$ cat src/rtl/fp_pkg.sv
// Shared types and default-format constants for the ahfp floating-point pipeline.
// Holds default field widths, bias, canonical qNaN/inf words, operand class enum,
// the special-case flag bundle carried down the pipe, and the operand classifier.
package fp_pkg;

   localparam int FP_EXP_W = 8;
   localparam int FP_MAN_W = 23;
   localparam int FP_W     = 1 + FP_EXP_W + FP_MAN_W;
   localparam int FP_SIG_W = FP_MAN_W + 4;
   localparam int FP_BIAS  = (1 << (FP_EXP_W - 1)) - 1;

   localparam logic [FP_W-1:0] FP_QNAN =
      {1'b0, {FP_EXP_W{1'b1}}, 1'b1, {(FP_MAN_W-1){1'b0}}};
   localparam logic [FP_W-1:0] FP_INF =
      {1'b0, {FP_EXP_W{1'b1}}, {FP_MAN_W{1'b0}}};

   typedef enum logic [1:0] {
      CLS_ZERO,
      CLS_NORM,
      CLS_INF,
      CLS_NAN
   } fp_class_e;

   // Special-case outcome decided from the inputs, applied at the output.
   typedef struct packed {
      logic nan;
      logic inf;
      logic inf_sign;
      logic zero_neg;
   } fp_spec_t;

   // Exponent zero means zero: denormal inputs are flushed.
   function automatic fp_class_e fp_classify(
      input logic exp_zero,
      input logic exp_ones,
      input logic man_zero
   );
      fp_class_e c;
      c = CLS_NORM;
      if (exp_zero) begin
         c = CLS_ZERO;
      end else if (exp_ones) begin
         c = man_zero ? CLS_INF : CLS_NAN;
      end
      return c;
   endfunction

endpackage

$ cat src/rtl/fp_lzc.sv
// Combinational leading-zero counter used by the normalise stage.
// Ports: vec (W-bit input), count (number of leading zeros, W when vec is zero).
module fp_lzc #(
   parameter int W  = 27,
   parameter int CW = $clog2(W + 1)
) (
   input  logic [W-1:0]  vec,
   output logic [CW-1:0] count
);

   // Ascending scan: the highest set bit is the last to write.
   always_comb begin
      count = CW'(W);
      for (int i = 0; i < W; i++) begin
         if (vec[i]) begin
            count = CW'(W - 1 - i);
         end
      end
   end

endmodule

$ cat src/rtl/ahfp_addsub_pipe.sv
// Pipelined floating-point add/subtract: input rank plus unpack, align, add,
// normalise and round/pack stages; round-to-nearest-even, denormals flushed.
// Ports: clk, reset (sync, active-high), clk_en (advance), start, op (1 = a-b),
//        dataa, datab (operands), result, done (one pulse per accepted start).
module ahfp_addsub_pipe
   import fp_pkg::*;
#(
   parameter int EXP_W = FP_EXP_W,
   parameter int MAN_W = FP_MAN_W
) (
   input  logic                   clk,
   input  logic                   reset,
   input  logic                   clk_en,
   input  logic                   start,
   input  logic                   op,
   input  logic [EXP_W+MAN_W:0]   dataa,
   input  logic [EXP_W+MAN_W:0]   datab,
   output logic [EXP_W+MAN_W:0]   result,
   output logic                   done
);

   localparam int W    = 1 + EXP_W + MAN_W;
   localparam int SW   = MAN_W + 4;
   localparam int XW   = EXP_W + 2;
   localparam int LZW  = $clog2(SW + 1);
   localparam int SHW  = $clog2(MAN_W + 4);
   localparam int EMAX = (1 << EXP_W) - 1;

   localparam logic [W-1:0] QNAN =
      {1'b0, {EXP_W{1'b1}}, 1'b1, {(MAN_W-1){1'b0}}};

   typedef struct packed {
      logic             v;
      fp_spec_t         sp;
      logic             sa;
      logic             sb;
      logic [EXP_W-1:0] ea;
      logic [EXP_W-1:0] eb;
      logic [MAN_W:0]   ma;
      logic [MAN_W:0]   mb;
   } s1_t;

   typedef struct packed {
      logic             v;
      fp_spec_t         sp;
      logic             sa;
      logic             eff_sub;
      logic [EXP_W-1:0] ea;
      logic [SW-1:0]    ma;
      logic [SW-1:0]    mb;
   } s2_t;

   typedef struct packed {
      logic             v;
      fp_spec_t         sp;
      logic             s;
      logic [EXP_W-1:0] ea;
      logic [SW:0]      sum;
   } s3_t;

   typedef struct packed {
      logic          v;
      fp_spec_t      sp;
      logic          s;
      logic [XW-1:0] e;
      logic [SW-1:0] sig;
      logic          zero;
      logic          uf;
   } s4_t;

   logic         in_v;
   logic         in_op;
   logic [W-1:0] in_a;
   logic [W-1:0] in_b;

   s1_t s1, s1_d;
   s2_t s2, s2_d;
   s3_t s3, s3_d;
   s4_t s4, s4_d;

   // Stage 1: unpack, classify, order by magnitude.
   logic             a_s, b_s;
   logic [EXP_W-1:0] a_e, b_e;
   logic [MAN_W-1:0] a_m, b_m;
   fp_class_e        a_c, b_c;
   logic [W-2:0]     a_mag, b_mag;
   logic             swap;

   always_comb begin
      a_s   = in_a[W-1];
      a_e   = in_a[W-2:MAN_W];
      a_m   = in_a[MAN_W-1:0];
      b_s   = in_b[W-1] ^ in_op;
      b_e   = in_b[W-2:MAN_W];
      b_m   = in_b[MAN_W-1:0];
      a_c   = fp_classify(a_e == '0, &a_e, a_m == '0);
      b_c   = fp_classify(b_e == '0, &b_e, b_m == '0);
      a_mag = (a_c == CLS_ZERO) ? '0 : in_a[W-2:0];
      b_mag = (b_c == CLS_ZERO) ? '0 : in_b[W-2:0];
      swap  = b_mag > a_mag;

      s1_d              = '0;
      s1_d.v            = in_v;
      s1_d.sp.nan       = (a_c == CLS_NAN) || (b_c == CLS_NAN) ||
                          ((a_c == CLS_INF) && (b_c == CLS_INF) &&
                           (a_s != b_s));
      s1_d.sp.inf       = (a_c == CLS_INF) || (b_c == CLS_INF);
      s1_d.sp.inf_sign  = (a_c == CLS_INF) ? a_s : b_s;
      // Only reachable as an exact zero when both operands are zero.
      s1_d.sp.zero_neg  = a_s & b_s;

      if (swap) begin
         s1_d.sa = b_s;
         s1_d.ea = b_e;
         s1_d.ma = {b_c == CLS_NORM, b_mag[MAN_W-1:0]};
         s1_d.sb = a_s;
         s1_d.eb = a_e;
         s1_d.mb = {a_c == CLS_NORM, a_mag[MAN_W-1:0]};
      end else begin
         s1_d.sa = a_s;
         s1_d.ea = a_e;
         s1_d.ma = {a_c == CLS_NORM, a_mag[MAN_W-1:0]};
         s1_d.sb = b_s;
         s1_d.eb = b_e;
         s1_d.mb = {b_c == CLS_NORM, b_mag[MAN_W-1:0]};
      end
   end

   // Stage 2: align B; shifted-out bits collapse into the sticky bit.
   logic [EXP_W-1:0] diff;
   logic [SHW-1:0]   sh;
   logic [2*SW-1:0]  wide;

   always_comb begin
      diff = s1.ea - s1.eb;
      if (32'(diff) > MAN_W + 3) begin
         sh = SHW'(MAN_W + 3);
      end else begin
         sh = SHW'(diff);
      end
      wide = {s1.mb, 3'b000, {SW{1'b0}}} >> sh;

      s2_d         = '0;
      s2_d.v       = s1.v;
      s2_d.sp      = s1.sp;
      s2_d.sa      = s1.sa;
      s2_d.eff_sub = s1.sa ^ s1.sb;
      s2_d.ea      = s1.ea;
      s2_d.ma      = {s1.ma, 3'b000};
      s2_d.mb      = wide[2*SW-1:SW] | SW'(|wide[SW-1:0]);
   end

   // Stage 3: add or subtract magnitudes; A >= B so no negative result.
   always_comb begin
      s3_d    = '0;
      s3_d.v  = s2.v;
      s3_d.sp = s2.sp;
      s3_d.s  = s2.sa;
      s3_d.ea = s2.ea;
      if (s2.eff_sub) begin
         s3_d.sum = {1'b0, s2.ma} - {1'b0, s2.mb};
      end else begin
         s3_d.sum = {1'b0, s2.ma} + {1'b0, s2.mb};
      end
   end

   // Stage 4: normalise.
   logic [LZW-1:0] lz;

   fp_lzc #(
      .W  (SW),
      .CW (LZW)
   ) u_lzc (
      .vec   (s3.sum[SW-1:0]),
      .count (lz)
   );

   always_comb begin
      s4_d      = '0;
      s4_d.v    = s3.v;
      s4_d.sp   = s3.sp;
      s4_d.s    = s3.s;
      s4_d.zero = s3.sum == '0;
      if (s3.sum[SW]) begin
         s4_d.sig = s3.sum[SW:1] | SW'(s3.sum[0]);
         s4_d.e   = XW'(s3.ea) + XW'(1);
      end else begin
         s4_d.sig = s3.sum[SW-1:0] << lz;
         s4_d.e   = XW'(s3.ea) - XW'(lz);
         s4_d.uf  = $signed(s4_d.e) <= 0;
      end
   end

   // Stage 5: round to nearest even, then special-case mux.
   logic             rnd;
   logic [MAN_W+1:0] mr;
   logic [MAN_W-1:0] man;
   logic [XW-1:0]    ef;
   logic             ovf;
   logic [W-1:0]     res;

   always_comb begin
      rnd = s4.sig[2] & (s4.sig[1] | s4.sig[0] | s4.sig[3]);
      mr  = {1'b0, s4.sig[SW-1:3]} + (MAN_W+2)'(rnd);
      // A rounding carry leaves 1.000..0 one binade up.
      man = mr[MAN_W+1] ? mr[MAN_W:1] : mr[MAN_W-1:0];
      ef  = s4.e + XW'(mr[MAN_W+1]);
      ovf = $signed(ef) >= EMAX;

      if (s4.sp.nan) begin
         res = QNAN;
      end else if (s4.sp.inf) begin
         res = {s4.sp.inf_sign, {EXP_W{1'b1}}, {MAN_W{1'b0}}};
      end else if (s4.zero) begin
         res = {s4.sp.zero_neg, {(W-1){1'b0}}};
      end else if (s4.uf) begin
         res = {s4.s, {(W-1){1'b0}}};
      end else if (ovf) begin
         res = {s4.s, {EXP_W{1'b1}}, {MAN_W{1'b0}}};
      end else begin
         res = {s4.s, ef[EXP_W-1:0], man};
      end
   end

   always_ff @(posedge clk) begin
      if (reset) begin
         in_v   <= 1'b0;
         in_op  <= 1'b0;
         in_a   <= '0;
         in_b   <= '0;
         s1     <= '0;
         s2     <= '0;
         s3     <= '0;
         s4     <= '0;
         done   <= 1'b0;
         result <= '0;
      end else if (clk_en) begin
         in_v  <= start;
         in_op <= op;
         in_a  <= dataa;
         in_b  <= datab;
         s1    <= s1_d;
         s2    <= s2_d;
         s3    <= s3_d;
         s4    <= s4_d;
         done  <= s4.v;
         if (s4.v) begin
            result <= res;
         end
      end
   end

endmodule

$ cat config.mk
export PLATFORM = sky130hd
export DESIGN_NAME = ahfp_addsub_pipe
export DESIGN_NICKNAME = d
export VERILOG_FILES = /design/src/rtl/fp_pkg.sv /design/src/rtl/fp_lzc.sv /design/src/rtl/ahfp_addsub_pipe.sv
export SDC_FILE = /design/constraint.sdc
export NUM_CORES = 1
export LEC_CHECK = 0
export CAP_MARGIN = 40
export CORE_UTILIZATION = 55
export DETAILED_ROUTE_END_ITERATION = 10
export GPL_ROUTABILITY_DRIVEN = 0
export PLACE_DENSITY = 0.73
export SYNTH_ARGS = -nofsm -noshare
export SYNTH_HDL_FRONTEND = slang
export SYNTH_SLANG_ARGS = --single-unit
export TNS_END_PERCENT = 10
$ cat constraint.sdc
create_clock -name clk -period 5.9 [get_ports clk]
set_input_delay 1.475 -clock clk [delete_from_list [all_inputs] [get_ports clk]]
set_output_delay 1.475 -clock clk [all_outputs]
set_load 0.05 [all_outputs]
==> impl_table.tex <==
\begin{tabular}{lr}
\hline
Metric & Value \\
\hline
\multicolumn{2}{l}{\textbf{STA}} \\
\quad Post-route setup TNS & 0 ns \\
\quad Slew Limit Fails & 0 \\
\quad Worst-case hold slack & 0.476 ns \\
\quad Smallest setup slack after layout & between 0.9 and 1 ns \\
\quad Final hold violations & 0 \\
\quad Setup repair after global routing missed its margin & false \\
\quad Normalized max-slew margin & 27.4\% \\
\quad Skew final & slightly below 0.02 ns \\
\quad Number of setup violations in the final report & 0 \\
\quad Min Clock Period, post-route & 4.91 ns \\
\quad Slew at the pin closest to its max-slew limit & approximately 1.1 ns \\
\quad Final worst-path cycle share & between 80\% and 90\% \\
\quad Peak Freq & around 200 MHz \\
\multicolumn{2}{l}{\textbf{CTS}} \\
\quad Latest clock arrival within the worst-skew pair & 0.54 ns \\
\quad Root cell of the clock tree & sky130\_fd\_sc\_hd\_\_clkbuf\_16 \\
\quad TritonCTS clock tree & done \\
\quad Postcts setup bufs & 0 \\
\quad Clock tree sinks & between 300 and 400 \\
\quad CTS H-tree depth & 2 \\
\quad TritonCTS Buffers & 36 \\
\quad Resize count post-CTS & 0 \\
\quad \# hold bufs at CTS & 0 \\
\quad Clock-pin slew on the worst setup and hold paths & around 0.060 ns \\
\quad CTS max path bufs & 3 \\
\multicolumn{2}{l}{\textbf{Place}} \\
\quad Post-DP HPWL & about 42 mm \\
\quad Placed cell area & between 20,000 and 25,000 sq um \\
\quad PortBufs & slightly above 100 \\
\quad Count of placed standard cells including taps & just over 3,000 \\
\quad Pre-CTS setup slack & 1.13 ns \\
\multicolumn{2}{l}{\textbf{Floorplan}} \\
\quad Die height & slightly below 200 um \\
\quad Area of the core & 36,900 sq um \\
\quad I/O Pins & between 100 and 150 \\
\quad Initial core utilization & between 50\% and 60\% \\
\quad Total die area & slightly below 40,000 sq um \\
\quad Row Count & 70 \\
\quad Die boundary width & $\sim$200 um \\
\multicolumn{2}{l}{\textbf{Cells and area}} \\
\quad Share of cells above drive strength 1 & 5.47\% \\
\quad Most common cell after layout, fill and taps aside & sky130\_fd\_sc\_hd\_\_nor2\_1 \\
\quad Signed area change from the synthesized netlist to the final layout & 11.5\% \\
\quad \# diodes & 0 \\
\quad Combined area of the multi-input logic cells & between 10,000 and 15,000 sq um \\
\quad Storage cell area & 6470 sq um \\
\quad Fill cell total of the finished layout & 3,187 \\
\quad Most frequent cells in the layout & sky130\_fd\_sc\_hd\_\_nor2\_1 (431), sky130\_fd\_sc\_hd\_\_dfxtp\_1 (323), sky130\_fd\_sc\_hd\_\_mux2i\_1 (263) \\
\quad Final cell count without fillers & 3,101 \\
\quad Utilization after layout & between 60\% and 70\% \\
\quad Final Instance Area & about 23,000 sq um \\
\quad Final-stage net count & 2,739 \\
\multicolumn{2}{l}{\textbf{Synth}} \\
\quad Yosys synthesis warning count & 0 \\
\quad Synthesized netlist cell count & approximately 2,600 \\
\quad Synth Net Count & 2,768 \\
\quad Syn\_area\_per\_cell & between 7 and 8 sq um \\
\quad Commonest register cell after synthesis & sky130\_fd\_sc\_hd\_\_dfxtp\_1 \\
\quad Total of flip-flops plus latches after synthesis & 323 \\
\quad Synth unique cells & between 90 and 100 \\
\quad Post-synth EDFFs & 0 \\
\quad Async S/R FF share, synth & 0\% \\
\quad Mapped Area & slightly above 20,000 sq um \\
\quad Sequential cell area fraction in the yosys report & around 31\% \\
\multicolumn{2}{l}{\textbf{GRT}} \\
\quad Final global-route overflow total & 0 \\
\quad Via count of the first global-routing pass & $\sim$18,000 \\
\quad Total global routing track utilization & just under 30\% \\
\quad Antenna violations before repair & 0 \\
\quad Pin count of the biggest net entering global routing & 196 \\
\quad Global-route wire length before repair & roughly 94 mm \\
\multicolumn{2}{l}{\textbf{Route}} \\
\quad Pre-antenna DRT Iters & 9 \\
\quad Final routed wirelength across all metal layers & around 58 mm \\
\quad Routed via count & about 19,000 \\
\quad Post-DR vias/cell & between 6 and 7 \\
\quad Number of nets with antenna violations after routing & 0 \\
\quad Average routed wire per standard cell & approximately 19 um \\
\quad 1st-iter DRT viols & around 1,700 \\
\quad DRC violation count after routing & 0 \\
\multicolumn{2}{l}{\textbf{Power and ir drop}} \\
\quad Static leakage & between 9 and 10 nW \\
\quad P per Cell Area & around 320 nW/um\^{}2 \\
\quad Total power after layout & 7.29 mW \\
\quad Peak ir drop on the vdd network & 260 uV \\
\multicolumn{2}{l}{\textbf{Setup path}} \\
\quad Source of the worst register-to-register timing path & s1[56] \\
\quad Destination of the worst register-to-register timing path & s2[0] \\
\quad Worst-case reg-to-reg path depth & 16 \\
\quad CP Launch Type & register \\
\quad Arr. time, crit path & between 5 and 6 ns \\
\quad Worst-path maximum fanout & 17 \\
\quad Reg-to-reg setup timing slack & slightly below 1 ns \\
\quad Setup CP Type & register to register \\
\quad Type of destination of the critical path & register \\
\quad WP data required & around 6.3 ns \\
\multicolumn{2}{l}{\textbf{Worst hold path}} \\
\quad Worst-case hold path end point & s1[38] \\
\quad Path category of the worst min-delay check & register to register \\
\quad Hold wc startpoint & s1[38] \\
\quad Cell depth of the worst min-delay path & 2 \\
\multicolumn{2}{l}{\textbf{Outcome}} \\
\quad Outcome & completed \\
\multicolumn{2}{l}{\textbf{Run}} \\
\quad Max-cap violation count & 0 \\
\hline
\end{tabular}
==> metal layers <==
metal | GRT usage, % | part of all wire [%] | up-vias
met1 | 38.4 | 43 | 9003
met2 | 49.5 | 46 | 816
met5 | 0 | 0 | -
met3 | 3.85 | 6.6 | 186
met4 | 13.0 | 4.3 | 0
li1 | - | - | 9238
==> kinds of logic (layout without fill, tap and decap cells) <==
kind of cell    after synthesis  after routing  share of synthesized area [%]
simple gates                964            964                           21.0
compound gates              584            584                           19.4
flops                       323            323                           31.2
mux                         281            281                           13.7
buf+inv                     281            279                           5.76
fa+ha+maj                   100            100                           6.14
xor+xnor                     66             66                           2.79
==> cell usage after synthesis (8+ instances only) <==
master / instances / area share, %
sky130_fd_sc_hd__a211o_1: 9 / 0.38
sky130_fd_sc_hd__a211oi_1: 74 / 2.7
sky130_fd_sc_hd__a21o_1: 23 / 0.83
sky130_fd_sc_hd__a21oi_1: 126 / 3.0
sky130_fd_sc_hd__a221oi_1: 23 / 0.97
sky130_fd_sc_hd__a22oi_1: 28 / 1.0
sky130_fd_sc_hd__a31oi_1: 25 / 0.75
sky130_fd_sc_hd__and2_1: 33 / 1.0
sky130_fd_sc_hd__and3_1: 14 / 0.42
sky130_fd_sc_hd__buf_1: 24 / 0.43
sky130_fd_sc_hd__buf_2: 10 / 0.24
sky130_fd_sc_hd__buf_6: 8 / 0.43
sky130_fd_sc_hd__clkbuf_1: 138 / 2.5
sky130_fd_sc_hd__dfxtp_1: 323 / 31
sky130_fd_sc_hd__ha_1: 97 / 5.9
sky130_fd_sc_hd__inv_1: 87 / 1.6
sky130_fd_sc_hd__mux2_2: 15 / 0.81
sky130_fd_sc_hd__mux2i_1: 263 / 13
sky130_fd_sc_hd__nand2_1: 188 / 3.4
sky130_fd_sc_hd__nand2b_1: 42 / 1.3
sky130_fd_sc_hd__nand3_1: 43 / 1.0
sky130_fd_sc_hd__nand4_1: 25 / 0.75
sky130_fd_sc_hd__nor2_1: 431 / 7.8
sky130_fd_sc_hd__nor2b_1: 20 / 0.60
sky130_fd_sc_hd__nor3_1: 101 / 2.4
sky130_fd_sc_hd__nor4_1: 25 / 0.75
sky130_fd_sc_hd__o211ai_1: 26 / 0.94
sky130_fd_sc_hd__o21a_1: 13 / 0.47
sky130_fd_sc_hd__o21ai_0: 101 / 2.4
sky130_fd_sc_hd__o21bai_1: 9 / 0.33
sky130_fd_sc_hd__o22ai_1: 16 / 0.48
sky130_fd_sc_hd__o31ai_1: 15 / 0.54
sky130_fd_sc_hd__or3_1: 13 / 0.39
sky130_fd_sc_hd__xnor2_1: 44 / 1.9
sky130_fd_sc_hd__xor2_1: 22 / 0.93
==> power by group <==
group	internal, mW	switching [mW]
sequential	2.33	0.206
clock	1.62	0.942
combinational	0.876	1.32
==> sequential cells by signal, indices dropped and copies added, names as in the netlist <==
signal,cells
done,1
result,32
s3,42
in_op,1
in_b,32
s2,66
s4,45
s1,71
in_v,1
in_a,32
==> worst max-delay path by stage <==
stage	from	to	cells past startpoint	slack, ns
finish	s1[56]	s2[0]	16	0.99
detailed placement	s4[4]	result[10]	22	1.13
global route	s4[4]	result[14]	22	0.52
floorplan	s4[4]	result[10]	24	1.59
CTS	s4[4]	result[10]	22	1.09
global placement	s1[56]	s2[0]	16	1.28
==> critical path, stage by stage (launching register included) <==
cell	delay, ns
sky130_fd_sc_hd__dfxtp_1	0.35
sky130_fd_sc_hd__inv_1	0.05
sky130_fd_sc_hd__ha_1	0.19
sky130_fd_sc_hd__inv_1	0.07
sky130_fd_sc_hd__fa_1	0.63
sky130_fd_sc_hd__nand2b_1	0.48
sky130_fd_sc_hd__a2bb2oi_1	0.15
sky130_fd_sc_hd__and2_1	0.23
sky130_fd_sc_hd__a221oi_1	0.36
sky130_fd_sc_hd__a21boi_2	0.64
sky130_fd_sc_hd__buf_4	0.34
sky130_fd_sc_hd__nor2_1	0.10
sky130_fd_sc_hd__a221oi_1	0.43
sky130_fd_sc_hd__nor3b_1	0.25
sky130_fd_sc_hd__nand4_1	0.14
sky130_fd_sc_hd__o31ai_2	0.25
sky130_fd_sc_hd__a221oi_2	0.09
==> final cells by class <==
type	count	area share (%)
Multi-Input combinational cell	1995	56.6
Inverter	92	1.49
Tap cell	504	2.73
Sequential cell	323	28.0
Timing Repair Buffer	122	5.30
Clock buffer	49	4.59
Clock inverter	16	1.32
Power figures use the tool's default switching activity.
